$ cat src/rtl/alu_arbiter.sv
// Round-robin arbiter sharing one combinational alu between two requesters, with an issue slot
// and a tagged result register. Define ALU_ARB_FIXED_PRIO_EN for fixed priority (requester 0).
module alu_arbiter #(
  parameter int unsigned DWIDTH = 32,
  parameter int unsigned AWIDTH = 32
) (
  input  logic                clk,
  input  logic                reset,
  input  logic [1:0]          req_valid_i,
  output logic [1:0]          req_ready_o,
  input  logic [2*AWIDTH-1:0] req_pc_i,
  input  logic [2*DWIDTH-1:0] req_rs1_i,
  input  logic [2*DWIDTH-1:0] req_rs2_i,
  input  logic [2*DWIDTH-1:0] req_imm_i,
  input  logic [13:0]         req_opcode_i,
  input  logic [7:0]          req_alusel_i,
  input  logic [5:0]          req_funct3_i,
  input  logic [13:0]         req_funct7_i,
  input  logic                flush_i,
  output logic [AWIDTH-1:0]   alu_pc_o,
  output logic [DWIDTH-1:0]   alu_rs1_o,
  output logic [DWIDTH-1:0]   alu_rs2_o,
  output logic [DWIDTH-1:0]   alu_imm_o,
  output logic [6:0]          alu_opcode_o,
  output logic [3:0]          alu_alusel_o,
  output logic [2:0]          alu_funct3_o,
  output logic [6:0]          alu_funct7_o,
  input  logic [DWIDTH-1:0]   alu_res_i,
  input  logic                alu_brtaken_i,
  output logic                res_valid_o,
  input  logic                res_ready_i,
  output logic [DWIDTH-1:0]   res_o,
  output logic                res_brtaken_o,
  output logic                res_id_o
);

  logic              iss_valid, iss_id;
  logic [AWIDTH-1:0] iss_pc;
  logic [DWIDTH-1:0] iss_rs1, iss_rs2, iss_imm;
  logic [6:0]        iss_opcode, iss_funct7;
  logic [3:0]        iss_alusel;
  logic [2:0]        iss_funct3;
  logic              res_valid, res_id, res_brtaken;
  logic [DWIDTH-1:0] res;

  logic              iss_kill, res_kill, iss_live, res_live;
  logic              adv_res, can_issue, hs, hs_id;
  logic [1:0]        req_vld, gnt;
  logic [AWIDTH-1:0] sel_pc;
  logic [DWIDTH-1:0] sel_rs1, sel_rs2, sel_imm;
  logic [6:0]        sel_opcode, sel_funct7;
  logic [3:0]        sel_alusel;
  logic [2:0]        sel_funct3;

  // Flush kills only requester-0 entries; a killed entry behaves as an empty stage this cycle.
  assign iss_kill  = flush_i & iss_valid & ~iss_id;
  assign res_kill  = flush_i & res_valid & ~res_id;
  assign iss_live  = iss_valid & ~iss_kill;
  assign res_live  = res_valid & ~res_kill;
  assign adv_res   = iss_live & (~res_live | res_ready_i);
  assign can_issue = ~iss_live | adv_res;
  assign req_vld   = {req_valid_i[1], req_valid_i[0] & ~flush_i};

`ifdef ALU_ARB_FIXED_PRIO_EN
  assign gnt = {req_vld[1] & ~req_vld[0], req_vld[0]};
`else
  logic last;

  // last = 1 means requester 1 won most recently, so requester 0 wins the next tie.
  assign gnt = {req_vld[1] & (~req_vld[0] | ~last), req_vld[0] & (~req_vld[1] | last)};

  always_ff @(posedge clk) begin
    if (reset) begin
      last <= 1'b1;
    end else if (hs) begin
      last <= hs_id;
    end
  end
`endif

  assign req_ready_o = gnt & {2{can_issue}};
  assign hs          = |(req_valid_i & req_ready_o);
  assign hs_id       = req_ready_o[1];

  always_comb begin
    sel_pc     = hs_id ? req_pc_i[2*AWIDTH-1:AWIDTH]  : req_pc_i[AWIDTH-1:0];
    sel_rs1    = hs_id ? req_rs1_i[2*DWIDTH-1:DWIDTH] : req_rs1_i[DWIDTH-1:0];
    sel_rs2    = hs_id ? req_rs2_i[2*DWIDTH-1:DWIDTH] : req_rs2_i[DWIDTH-1:0];
    sel_imm    = hs_id ? req_imm_i[2*DWIDTH-1:DWIDTH] : req_imm_i[DWIDTH-1:0];
    sel_opcode = hs_id ? req_opcode_i[13:7]           : req_opcode_i[6:0];
    sel_alusel = hs_id ? req_alusel_i[7:4]            : req_alusel_i[3:0];
    sel_funct3 = hs_id ? req_funct3_i[5:3]            : req_funct3_i[2:0];
    sel_funct7 = hs_id ? req_funct7_i[13:7]           : req_funct7_i[6:0];
  end

  always_ff @(posedge clk) begin
    if (reset) begin
      iss_valid   <= 1'b0;
      iss_id      <= 1'b0;
      iss_pc      <= '0;
      iss_rs1     <= '0;
      iss_rs2     <= '0;
      iss_imm     <= '0;
      iss_opcode  <= '0;
      iss_alusel  <= '0;
      iss_funct3  <= '0;
      iss_funct7  <= '0;
      res_valid   <= 1'b0;
      res_id      <= 1'b0;
      res         <= '0;
      res_brtaken <= 1'b0;
    end else begin
      if (hs) begin
        iss_valid  <= 1'b1;
        iss_id     <= hs_id;
        iss_pc     <= sel_pc;
        iss_rs1    <= sel_rs1;
        iss_rs2    <= sel_rs2;
        iss_imm    <= sel_imm;
        iss_opcode <= sel_opcode;
        iss_alusel <= sel_alusel;
        iss_funct3 <= sel_funct3;
        iss_funct7 <= sel_funct7;
      end else if (adv_res || iss_kill) begin
        iss_valid <= 1'b0;
      end
      if (adv_res) begin
        res_valid   <= 1'b1;
        res_id      <= iss_id;
        res         <= alu_res_i;
        res_brtaken <= alu_brtaken_i;
      end else if (res_ready_i || res_kill) begin
        res_valid <= 1'b0;
      end
    end
  end

  assign alu_pc_o      = iss_pc;
  assign alu_rs1_o     = iss_rs1;
  assign alu_rs2_o     = iss_rs2;
  assign alu_imm_o     = iss_imm;
  assign alu_opcode_o  = iss_opcode;
  assign alu_alusel_o  = iss_alusel;
  assign alu_funct3_o  = iss_funct3;
  assign alu_funct7_o  = iss_funct7;
  assign res_valid_o   = res_live;
  assign res_o         = res;
  assign res_brtaken_o = res_brtaken;
  assign res_id_o      = res_id;

endmodule

$ cat config.mk
export PLATFORM = sky130hd
export DESIGN_NAME = alu_arbiter
export DESIGN_NICKNAME = d
export VERILOG_FILES = /design/src/rtl/alu_arbiter.sv
export SDC_FILE = /design/constraint.sdc
export NUM_CORES = 1
export LEC_CHECK = 0
export CORE_AREA = 2 2 201 203
export CTS_CLUSTER_SIZE = 10
export DETAILED_ROUTE_END_ITERATION = 10
export DIE_AREA = 0 0 203 205
export HOLD_SLACK_MARGIN = 0.06
export RECOVER_POWER = 100
export SLEW_MARGIN = 20
export SYNTH_ARGS = -nofsm -noshare
export SYNTH_HDL_FRONTEND = slang
export SYNTH_SLANG_ARGS = --single-unit
$ cat constraint.sdc
create_clock -name clk -period 2.25 [get_ports clk]
set_input_delay 0.45 -clock clk [delete_from_list [all_inputs] [get_ports clk]]
set_output_delay 0.45 -clock clk [all_outputs]
set_load 0.02 [all_outputs]
[After elaboration in Yosys (flattened, before gate mapping)]
Cells that the tools add are included.
W data, S select, Z words.
Storage, ports and cells
  flip-flop bits (word level): 187
  input bits: 337
  output and inout bits: 186
  word-level logic and storage cells: 58
Operators by class
  mux-type cells: 12
  bitwise operators: 26
  reduce and logical (&&, ||, !) cells: 5
Operators with widths (number)
  $mux W32: 4
  $mux W7: 2
  $and A1 B1 Y1: 10
  $not A1 Y1: 10
  $and A2 B2 Y2: 2
  $mux W1: 4
  $mux W4: 1
  $or A1 B1 Y1: 4
  $reduce_bool A2 Y1: 2
  $mux W3: 1
  $logic_or A1 B1 Y1: 2
  $reduce_or A2 Y1: 1

[Longest topological paths before layout]
Gate-level depths: netlist of run 1.
  depth after elaboration: 12
  depth in mapped cells: 7

[Worst setup path before layout of run 1]
OpenSTA, ideal clock, no wires.
  kind: in2out
  from: input port res_ready_i
  to: output port req_ready_o[0]
  data arrival time: 1663 ps
  setup slack: 137 ps
  stages on the path: 5
  buffers on the path: 3
  path through: and3b_1 buf_6 buf_2 clkbuf_1 nor3_1
Between the ends
  cells in the longest elaborated chain, start to end: 4
RTL lines
  from (decl): RTL line 31  | input logic res_ready_i,
  $or A1 B1 Y1: RTL line 60  | assign adv_res = iss_live & (~res_live | res_ready_i);
  $and A1 B1 Y1: RTL line 60
  $or A1 B1 Y1: RTL line 61  | assign can_issue = ~iss_live | adv_res;
  $and A2 B2 Y2: RTL line 81  | assign req_ready_o = gnt & {2{can_issue}};
  to (decl): RTL line 10  | output logic [1:0] req_ready_o,
No other way between the ends.

[Worst setup path in the final report of run 1]
  from: input port res_ready_i
  to: output port req_ready_o[1]
The elaborated chain is that of the path after synthesis.

==> results.yml, run 1 <==
route:
  routed-wl-met2_mm: 18.83
  ant_nets: 0
  wirelength_met1_mm: 16.18
  drc_errors: 0
  wl_per_cell_um: 18.84
  dr.pass1.iters: 4
  dr_total_vias: 9721
  viasPerCell: 4.674
  met3_wirelength_mm: 3.240
  drt_iter0_markers: 361
  routed_wl_mm: 39.19
  highest_layer: "met4"
clock_tree:
  clock-sinks: 187
  clock_latency_ns: 0.46
  cts_buffers: 17
  hold_buffers: 0
  cts_tree: "yes"
  clkSlewWorstSetupHoldPaths_ns: 0.06
  root_buffer: "clkbuf_16"
  htree_levels: 4
  clockBufferDepth: 2
critical_path:
  path_max_fanout: 4
  cpPeakStageDelay_ns: 0.48
  rrSetupSlack_ns: 0.17
  critPathKind: "input port to primary output"
  cp.required_ns: 1.80
  cp-end-kind: "primary output"
  crit_path_start_kind: "input port"
  rr_startpoint: "res_valid"
  r2r_cells: 6
  crit_chain: "clkdlybuf4s50_1 > and3b_4 > a221oi_4 > buf_6 > buf_6"
  r2r-end: "alu_rs1_o[17]"
  cp_common_cell: "buf_6"
  critPathBufInv: 3
  path_delay_family: "buffers and inverters"
  cp.depth: 5
  cpMaxStageDelayCell: "clkdlybuf4s50_1"
  arrival_ns: 1.74
timing:
  fin_crit_ns: 2.185
  post-route-period-util_pct: 97.11
  clock_skew_ns: 0.01148
  tightest_slew_ns: 0.6732
  fmax_mhz: 457.7
  rsz0062_at_grt: "false"
  maxSlewHeadroom_pct: 55.12
  whs_ns: 0.4542
  hold_violations: 0
  setup_violations: 0
  slew_violations: 0
synthesis:
  syn_inst: 1022
  syn_avg_cell_area_um2: 9.312
  yosysWarningCount: 0
  synth-seq-cells: 187
  async_flop_share_pct: 0
  synth-seq-area-share_pct: 39.34
  post_synth_num_cell_types: 27
  synth_edf_count: 0
  synthesis.nets: 1359
  syn_area_um2: 9517
  synthFlopType: "dfxtp_1"
global_route:
  antenna_found_initial: 2
  grt_pass1_wl_mm: 58.50
  grt_max_degree: 52
  grt_overflow_total: 0
  grt_pass1_vias: 10060
  grt_usage_pct: 18.29
die:
  core_area_um2: 39370
  die_h_um: 205
  dieArea_um2: 41620
  fp.dieW_um: 203
  io_pins: 523
  row_count: 73
  start_util_pct: 24.17
finish:
  nets: 1878
  n_fill_cell: 3921
  most-common-layout-cells: "clkdlybuf4s50_1, inv_1, dfxtp_1, dlygate4sd3_1, o41ai_1"
  drive_above_1_share_pct: 12.56
  layout_commonest_cell: "clkdlybuf4s50_1"
  area_growth_pct: 69.46
  finalInstanceArea_um2: 16130
place:
  routabilityCongestion: 0.8137
  numPortBuffers: 522
  dpl_cell_area_um2: 15830
  dp_hpwl_mm: 29.06
pwr:
  power.internal_w: 0.006708
  p_sw_share_pct: 29.17
  p_leak_nw: 6.870
  pwr-share-comb_pct: 27.0
  p_clk_share_pct: 33.6
  p_per_area_nw_per_um2: 587.2
  ir_worst_vdd_mv: 0.5575
  p_sw_w: 0.002762
  seq_power_share_pct: 39.3
flow_run:
  max-cap-violations: 0
min_path:
  hp-start: "alu_rs2_o[8]"
  worstHoldPathCells: 2
  min_path_type: "flip-flop to flip-flop"
  whs_endpoint: "alu_rs2_o[8]"
status:
  status: "complete, no violations"
## per-layer routing
metal / vias to the layer above / GRT usage [%]
li1: 4697 / -
met1: 4593 / 21.34
met2: 391 / 31.19
met3: 40 / 6.029
met4: 0 / 6.726
met5: - / 0
## final cells by class
class | count | area [um2] | share of cell area [%]
timing repair buffer | 612 | 6126 | 37.99
multi-input combinational | 421 | 3870 | 24.00
sequential | 187 | 3744 | 23.21
inverter | 302 | 1139 | 7.060
tap | 525 | 656.9 | 4.073
clock buffer | 24 | 471.7 | 2.925
clock inverter | 7 | 115.1 | 0.7138
antenna | 2 | 5.005 | 0.03103
## registers in the layout (all words and copies together), names as in the netlist, 3 cells and up
| register | count |
|---|---|
| alu_imm_o | 32 |
| alu_pc_o | 32 |
| alu_rs1_o | 32 |
| alu_rs2_o | 32 |
| res_o | 32 |
| alu_funct7_o | 7 |
| alu_opcode_o | 7 |
| alu_alusel_o | 4 |
| alu_funct3_o | 3 |
## stage by stage
stage | std cells | setup slack [ns] | total power (W) | util [%] | TNS (ns)
2_1_floorplan | 1022 | 0.1373 | 0.005028 | - | 0
3_3_place_gp | 2043 | -0.07439 | 0.006539 | 40.22 | -1.695
3_5_place_dp | 2043 | -0.07823 | 0.006560 | 40.22 | -4.296
4_1_cts | 2074 | 0.03942 | 0.009821 | 41.74 | 0
5_1_grt | 2080 | 0.004438 | 0.009925 | 40.97 | 0
6_report | 2080 | 0.06495 | 0.009470 | 40.97 | 0
## logic make-up (layout without fill, tap and decap cells)
group,count (synthesis),count (layout),share of synthesized area (%)
multiplexers,34,34,3.576
other,0,2,0
buffers and inverters,414,945,18.03
flip-flops,187,187,39.34
AND/OR/NAND/NOR,80,80,3.458
AO/OA/AOI/OAI,307,307,35.60
## how the worst max path moves through the flow
stage,startpoint,end
2_1_floorplan,res_ready_i,req_ready_o[0]
4_1_cts,res_ready_i,req_ready_o[1]
3_3_place_gp,flush_i,alu_imm_o[11]
5_1_grt,res_ready_i,req_ready_o[1]
6_report,res_ready_i,req_ready_o[1]
3_5_place_dp,flush_i,alu_rs2_o[8]
## power by group through the flow
stage | clock, W | combinational (W) | sequential (W)
2_1_floorplan | 0 | 0.000907 | 0.00412
3_3_place_gp | 0 | 0.00274 | 0.00380
3_5_place_dp | 0 | 0.00275 | 0.00381
4_1_cts | 0.00332 | 0.00277 | 0.00374
5_1_grt | 0.00342 | 0.00274 | 0.00376
6_report | 0.00318 | 0.00256 | 0.00373
## timing repair
action / 4_1_cts / 5_1_grt
endpoints found under the setup margin: 2 / 1
cloned: 0 / 0
pin swaps: 0 / 1
gates resized for setup: 5 / 0
setup buffers: 0 / 4
## worst min-delay path: stages, from the launching register on
cell and delay, ns:
dfxtp_1 0.30, inv_1 0.05, a221oi_1 0.06
## synthesized netlist by cell type, drive strengths merged (3+ instances only)
cell / number / area share (%)
o41ai: 149 / 14
nor2b: 3 / 0.20
inv: 302 / 12
buf: 38 / 3.2
nand2: 69 / 2.7
dfxtp: 187 / 39
nand2b: 3 / 0.20
mux2i: 34 / 3.6
clkbuf: 74 / 2.9
a221oi: 150 / 21
(Power assumes the default switching activity.)
==> run 2: changes to the inputs <==
CAP_MARGIN = 20   (was default)
CORE_AREA = 4 4 203 205   (was 2 2 201 203)
DIE_AREA = 0 0 207 209   (was 0 0 203 205)
==> results.yml, run 2 (synthesis gave the netlist of run 1 again) <==
status:
  status: "complete, no violations"
clock_tree:
  clock_latency_ns: 0.46
  cts_buffers: 17
  clkSlewWorstSetupHoldPaths_ns: 0.07
  cts_tree: "yes"
  clockBufferDepth: 2
  htree_levels: 4
  root_buffer: "clkbuf_16"
  clock-sinks: 187
die:
  start_util_pct: 24.12
  core_area_um2: 39460
  io_pins: 523
  row_count: 73
  fp.dieW_um: 207
  dieArea_um2: 43260
  die_h_um: 209
critical_path:
  cp.required_ns: 1.80
  critPathBufInv: 2
  path_max_fanout: 2
  cpPeakStageDelay_ns: 0.50
  cp-end-kind: "primary output"
  cpMaxStageDelayCell: "clkdlybuf4s50_1"
  path_delay_family: "buffers and inverters"
  crit_path_start_kind: "input port"
  arrival_ns: 1.74
  crit_chain: "clkdlybuf4s50_1 > a21bo_2 > a221oi_4 > buf_2"
  critPathKind: "input port to primary output"
place:
  numPortBuffers: 522
  dp.cells: 2005
  dp_hpwl_mm: 28.19
  dp_slack_ns: -0.4285
  routabilityCongestion: 0.8228
route:
  drt_iter0_markers: 346
  ant_nets: 0
  wl_per_cell_um: 19.32
  viasPerCell: 4.761
  routed_wl_mm: 39.35
  dr.pass1.iters: 5
  drc_errors: 0
  dr_total_vias: 9699
pwr:
  ir_worst_vdd_mv: 0.5263
  p_leak_nw: 6.532
  p_per_area_nw_per_um2: 613.6
flow_run:
  max-cap-violations: 0
finish:
  drive_above_1_share_pct: 6.552
  finalNonFillerCells: 2037
  nets: 1836
  utilization_pct: 39.00
  most-common-layout-cells: "clkdlybuf4s50_1, inv_1, dfxtp_1, dlygate4sd3_1, o41ai_1"
  area_growth_pct: 61.69
  layout_commonest_cell: "clkdlybuf4s50_1"
global_route:
  grt_usage_pct: 17.32
  grt_pass1_vias: 9904
  antenna_found_initial: 1
  grt_overflow_total: 0
  grt_pass1_wl_mm: 59.72
  grt_max_degree: 81
timing:
  rsz0062_at_grt: "false"
  fmax_mhz: 456.6
  fin_crit_ns: 2.190
  maxSlewHeadroom_pct: 36.07
  whs_ns: 0.4560
  clock_skew_ns: 0.01375
  hold_violations: 0
  slew_violations: 0
  post-route-period-util_pct: 97.35
  fin_ws_ns: 0.05968
  setup_violations: 0
  tightest_slew_ns: 0.9589
min_path:
  min_path_type: "flip-flop to flip-flop"
[run 2: cell count changes in the layout (fill, tap and decap cells not counted), sizes merged]
cell / delta
clkinvlp: +2
bufinv: +1
diode: -1
clkbuf: -14
clkdlybuf4s50: +1
buf: -32
dlygate4sd2: -1
clkinv: +1
[run 2: final timing paths]
path                 startpoint  cells after the start  slack, ns              to
hold / removal    res_brtaken_o                      2       0.46   res_brtaken_o
setup reg to reg      res_valid                      5       0.20   alu_rs2_o[22]
setup / recovery        flush_i                      4       0.06  req_ready_o[1]
hold reg to reg   res_brtaken_o                      2       0.46   res_brtaken_o
[run 2: cell type report]
| cell class | count | area, um2 |
|---|---|---|
| Fill cell | 4059 | 24070 |
| Timing Repair Buffer | 570 | 5736 |
| Sequential cell | 187 | 3744 |
| Multi-Input combinational cell | 421 | 3485 |
| Inverter | 302 | 1139 |
| Tap cell | 525 | 656.9 |
| Clock buffer | 20 | 456.7 |
| Clock inverter | 11 | 168.9 |
| Antenna cell | 1 | 2.502 |
[run 2: what timing repair did]
action | CTS | global route
hold buffers | 0 | 0
gates resized for setup | 8 | 1
pin swaps | 0 | 0
setup endpoints to repair | 3 | 1
buffers inserted | 0 | 0
[run 2: metrics by stage]
stage	area [um2]	setup TNS [ns]	power (W)
5_1_grt	15390	0	0.009869
3_3_place_gp	15410	-49.01	0.006453
4_1_cts	16030	0	0.009877
2_1_floorplan	9517	0	0.005028
6_report	15390	0	0.009442
3_5_place_dp	15410	-54.99	0.006477
[run 2: tightest hold or removal path: cells and delay by family (launching register included)]
| kind | cells | cell delay (ns) |
|---|---|---|
| flip-flops | 1 | 0.31 |
| multiplexers | 1 | 0.06 |
| AND/OR/NAND/NOR | 1 | 0.05 |
[run 2: report_power, final]
part / internal, W / total, W / switching, W
clock: 0.00191 / 0.00333 / 0.00142
combinational: 0.00123 / 0.00238 / 0.00115
sequential: 0.00359 / 0.00373 / 0.000143
total: 0.00672 / 0.00944 / 0.00272
[run 2: routing by layer]
metal	GRT usage (%)	vias up	part of all wire (%)
met1	20.81	4617	41
met2	28.37	427	48
met4	5.609	0	2.1
li1	-	4610	-
met5	0	-	0
met3	7.026	45	8.8
==> RTL change 1 (flow settings as in run 1) <==
The option `ALU_ARB_FIXED_PRIO_EN` is turned on by a define.
--- a/src/rtl/alu_arbiter.sv
+++ b/src/rtl/alu_arbiter.sv
@@ -1,4 +1,6 @@
 // Round-robin arbiter sharing one combinational alu between two requesters, with an issue slot
 // and a tagged result register. Define ALU_ARB_FIXED_PRIO_EN for fixed priority (requester 0).
+`define ALU_ARB_FIXED_PRIO_EN
+
 module alu_arbiter #(
   parameter int unsigned DWIDTH = 32,
Check against the original RTL: not equivalent (Yosys sat finds a counterexample within 4 cycles, from zero or initial values and one cycle with reset high).
==> RTL change 1 against run 1 <==
- sequential cell count shrank 1
- largest power group unchanged
- clock skew up 0.00081 ns
- critical path type unchanged
- wire length decreased by 19%
- synthesized area down 19%
- die area unchanged
- global-route usage decreased by 3.6 points
- power fell by 5.5%
- critical path depth increased by 1
- worst setup slack improved by 0.028 ns
- core utilization is 4.8 points lower
- cell area shrank 12%
==> RTL change 1: results <==
[final_layout]
fillers = 3970
n_clock_buffer = 21
clockNetworkAreaShare_pct = 4.07
drive_gt1_share_pct = 8.45
multiInputGateArea_um2 = 3060
nMultiInputCombCells = 386
nNetsFinal = 1638
buffer_area_share_pct = 39.7
diodes = 1
buffers = 559
seqCellArea_um2 = 3720

[routing]
routed_via_density = 4.35
first_iter_violations = 344
first_pass_iters = 5

[critical_path]
arrival_ns = 1.71
critPathMaxFanout = 3

[power_and_ir_drop]
p_sw_uw = 2490

[placement]
place_ws_ns = -0.209
place_area_um2 = 13700

[clock_tree]
cts_sinks = 186

[grt]
grt_pass1_vias = 7989
antenna_found_initial = 1
grt_max_degree = 86
grt_pass1_wl_um = 46800
grt_util_all_layers_pct = 14.7

[synth]
yosysSeqAreaShare_pct = 48.1
synthTopCellsByCount = dfxtp_1 (186), a21oi_1 (152), inv_1 (151)

[sta]
hold_slack_ns = 0.473
clock_skew_ns = 0.0123
finalCritPeriodShare_pct = 95.8

[outcome]
status = complete, no violations

[worst_hold_path]
hp-class = input port to flip-flop
-- RTL change 1: cell count changes after synthesis, moves of 69 or more --
| cell | run 1 | this run |
|---|---|---|
| nand2_1 | 69 | 0 |
| a21oi_1 | 0 | 152 |
| inv_1 | 302 | 151 |
| a221oi_2 | 110 | 0 |
| o221a_1 | 0 | 110 |
| o41ai_1 | 149 | 0 |
-- RTL change 1: routing by layer --
metal | track usage, % | vias up | wire length [µm] | share of wire (%)
li1 | - | 3852 | - | -
met1 | 17.2 | 3758 | 12900 | 41
met2 | 24.5 | 366 | 15300 | 48
met3 | 5.68 | 27 | 2900 | 9.1
met4 | 5.29 | 0 | 596 | 1.9
met5 | 0 | - | 0 | 0
-- RTL change 1: power groups by stage --
| stage | Sequential (µW) | Clock (µW) | Combinational (µW) |
|---|---|---|---|
| 6_report | 3700 | 3060 | 2190 |
| 5_1_grt | 3730 | 3290 | 2340 |
| 4_1_cts | 3720 | 3180 | 2320 |
| 3_5_place_dp | 3780 | 0 | 2310 |
| 3_3_place_gp | 3780 | 0 | 2300 |
| 2_1_floorplan | 4080 | 0 | 633 |
-- RTL change 1: per-stage QoR --
step,utilization (%),TNS (ns),cells,total power (µW)
after global placement,34.8,-0.387,1807,6070
after global routing,36.2,0,1839,9370
after detailed placement,34.8,-0.386,1807,6090
final,36.2,0,1840,8950
after CTS,36.3,0,1839,9220
after floorplan,-,0,797,4710
-- RTL change 1: logic make-up (layout without fill, tap and decap cells) --
family                 Yosys count  count (layout)  share of synthesized area [%]
buffers and inverters          225             742                           12.8
other                            0               1                              0
muxes                           34              34                           4.40
DFF                            186             186                           48.1
and+or+nand+nor                 46              46                           2.69
AOI/OAI and AO/OA              306             306                           32.0
==> RTL change 2 (config.mk and constraints of run 1) <==
Made on the original files. Reset style: asynchronous (`reset`), changed in 2 clocked blocks.
--- a/src/rtl/alu_arbiter.sv
+++ b/src/rtl/alu_arbiter.sv
@@ -70,5 +70,5 @@
   assign gnt = {req_vld[1] & (~req_vld[0] | ~last), req_vld[0] & (~req_vld[1] | last)};
 
-  always_ff @(posedge clk) begin
+  always_ff @(posedge clk or posedge reset) begin
     if (reset) begin
       last <= 1'b1;
@@ -94,5 +94,5 @@
   end
 
-  always_ff @(posedge clk) begin
+  always_ff @(posedge clk or posedge reset) begin
     if (reset) begin
       iss_valid   <= 1'b0;
Behaviour: differs if reset is asserted again (counterexample within 4 cycles, from zero or initial values and one cycle with reset high); with reset held inactive, the same outputs for 4 cycles.
==> RTL change 2 against run 1 <==
- worst setup slack better by 0.018 ns
- via count down 23%
- wire length decreased by 24%
- non-clock buffer count down 66
- synthesized area fell by 12%
- cell area is 8.6% lower
- sequential cell count did not move
- critical path type unchanged
- critical endpoint unchanged
Power is not compared: it rests on default switching activity, and its combinational part moved more than twofold at a synthesized area within 25%.
==> RTL change 2: results <==
[outcome]
status = complete, no violations

[critical_path]
critical_path.max_stage_delay_ns = 0.47
cpLargestDelayFamily = buffers and inverters
critPathMaxFanout = 3
cpMaxStageDelayCell = clkdlybuf4s50_1
arrival_ns = 1.72

[placement]
place_area_um2 = 14200
dp_hpwl_um = 22600
gp_congestion = 0.804
port_buffers = 522
place_ws_ns = -0.303
dpl.cell_count = 1761

[grt]
grt_pass1_wl_um = 45000
antenna_found_initial = 1
grt_max_degree = 117
grt_pass1_vias = 7668
grt_util_all_layers_pct = 14.2

[synth]
ys_top_cells_by_area = dfrtp_1 (56%), mux2i_1 (18%), a21oi_1 (8.9%)
synthAdderAreaFrac_pct = 0
synth_warnings = 0
syn_nets = 1080
synthArstFlopShare_pct = 100
yosys.cell_types.count = 22
synth_edf_count = 0
synth_compound_area_share_pct = 9.61
yosysSeqAreaShare_pct = 55.9
netlist_instances = 743
synthXorXnorAreaFrac_pct = 0
synthTopCellsByCount = dfrtp_1 (186), nor2_1 (150), a21oi_1 (149), mux2i_1 (149), buf_2 (36)
synthMuxAreaShare_pct = 22.4

[routing]
wl_um = 30000
first_iter_violations = 278
dr_total_vias = 7457
routed_via_density = 4.16
first_pass_iters = 6

[clock_tree]
cts_root_buf = clkbuf_16
clk_pin_slew_worst_paths_ns = 0.07
cts_buffers = 17
ctsLongestPathBuffers = 2
cts_max_level = 4
clock_latency_ns = 0.47
postCtsSetupRepairBufs = 0

[power_and_ir_drop]
powerDensity_nw_per_um2 = 906
power.leakage_uw = 0.00657
peakVddDrop_uv = 548

[sta]
clock_skew_ns = 0.00976
relSlewSlack_pct = 18.8

[final_layout]
fillers = 3900
drive_gt1_share_pct = 7.57
nNetsFinal = 1592

[worst_hold_path]
hp-class = flip-flop to flip-flop
==> RTL change 2: per-layer routing <==
layer	GRT usage, %	vias up	part of all wire (%)
li1	-	3603	-
met1	16.4	3494	40
met2	23.9	334	49
met3	5.41	26	9.2
met4	5.37	0	1.6
met5	0	-	0
==> RTL change 2: area by class of cell <==
class / count / share of cell area, %
tap: 525 / 4.45
clock buffer: 18 / 2.98
clock inverter: 14 / 1.15
inverter: 6 / 0.161
antenna: 1 / 0.0170
sequential: 187 / 31.7
multi-input combinational: 497 / 22.5
timing repair buffer: 546 / 37.0
==> RTL change 2: final timing paths <==
path / startpoint / end / slack [ns] / depth (start not counted)
worst max register to register: last$_DFFE_PP1P_ / alu_rs2_o[5]$_DFFE_PP0P_ / 0.27 / 6
min in group asynchronous: reset / alu_rs1_o[21]$_DFFE_PP0P_ / 0.52 / 3
worst min register to register: res_o[6]$_DFFE_PP0P_ / res_o[6]$_DFFE_PP0P_ / 0.50 / 1
worst max-delay path: res_ready_i / req_ready_o[1] / 0.08 / 5
worst min-delay path: res_o[6]$_DFFE_PP0P_ / res_o[6]$_DFFE_PP0P_ / 0.50 / 1
max in group asynchronous: reset / alu_imm_o[17]$_DFFE_PP0P_ / 0.48 / 3
==> RTL change 2: power by group <==
group | switching (µW) | internal, µW
combinational | 2760 | 2610
clock | 1440 | 1780
sequential | 471 | 4290
==> RTL change 2: what timing repair did <==
| item | 4_1_cts | 5_1_grt |
|---|---|---|
| gates resized for setup | 4 | 1 |
| pin swaps | 0 | 0 |
| endpoints found under the setup margin | 3 | 1 |
| gates cloned | 0 | 0 |
| hold buffers | 0 | 0 |
| hold endpoints to repair | 0 | 0 |
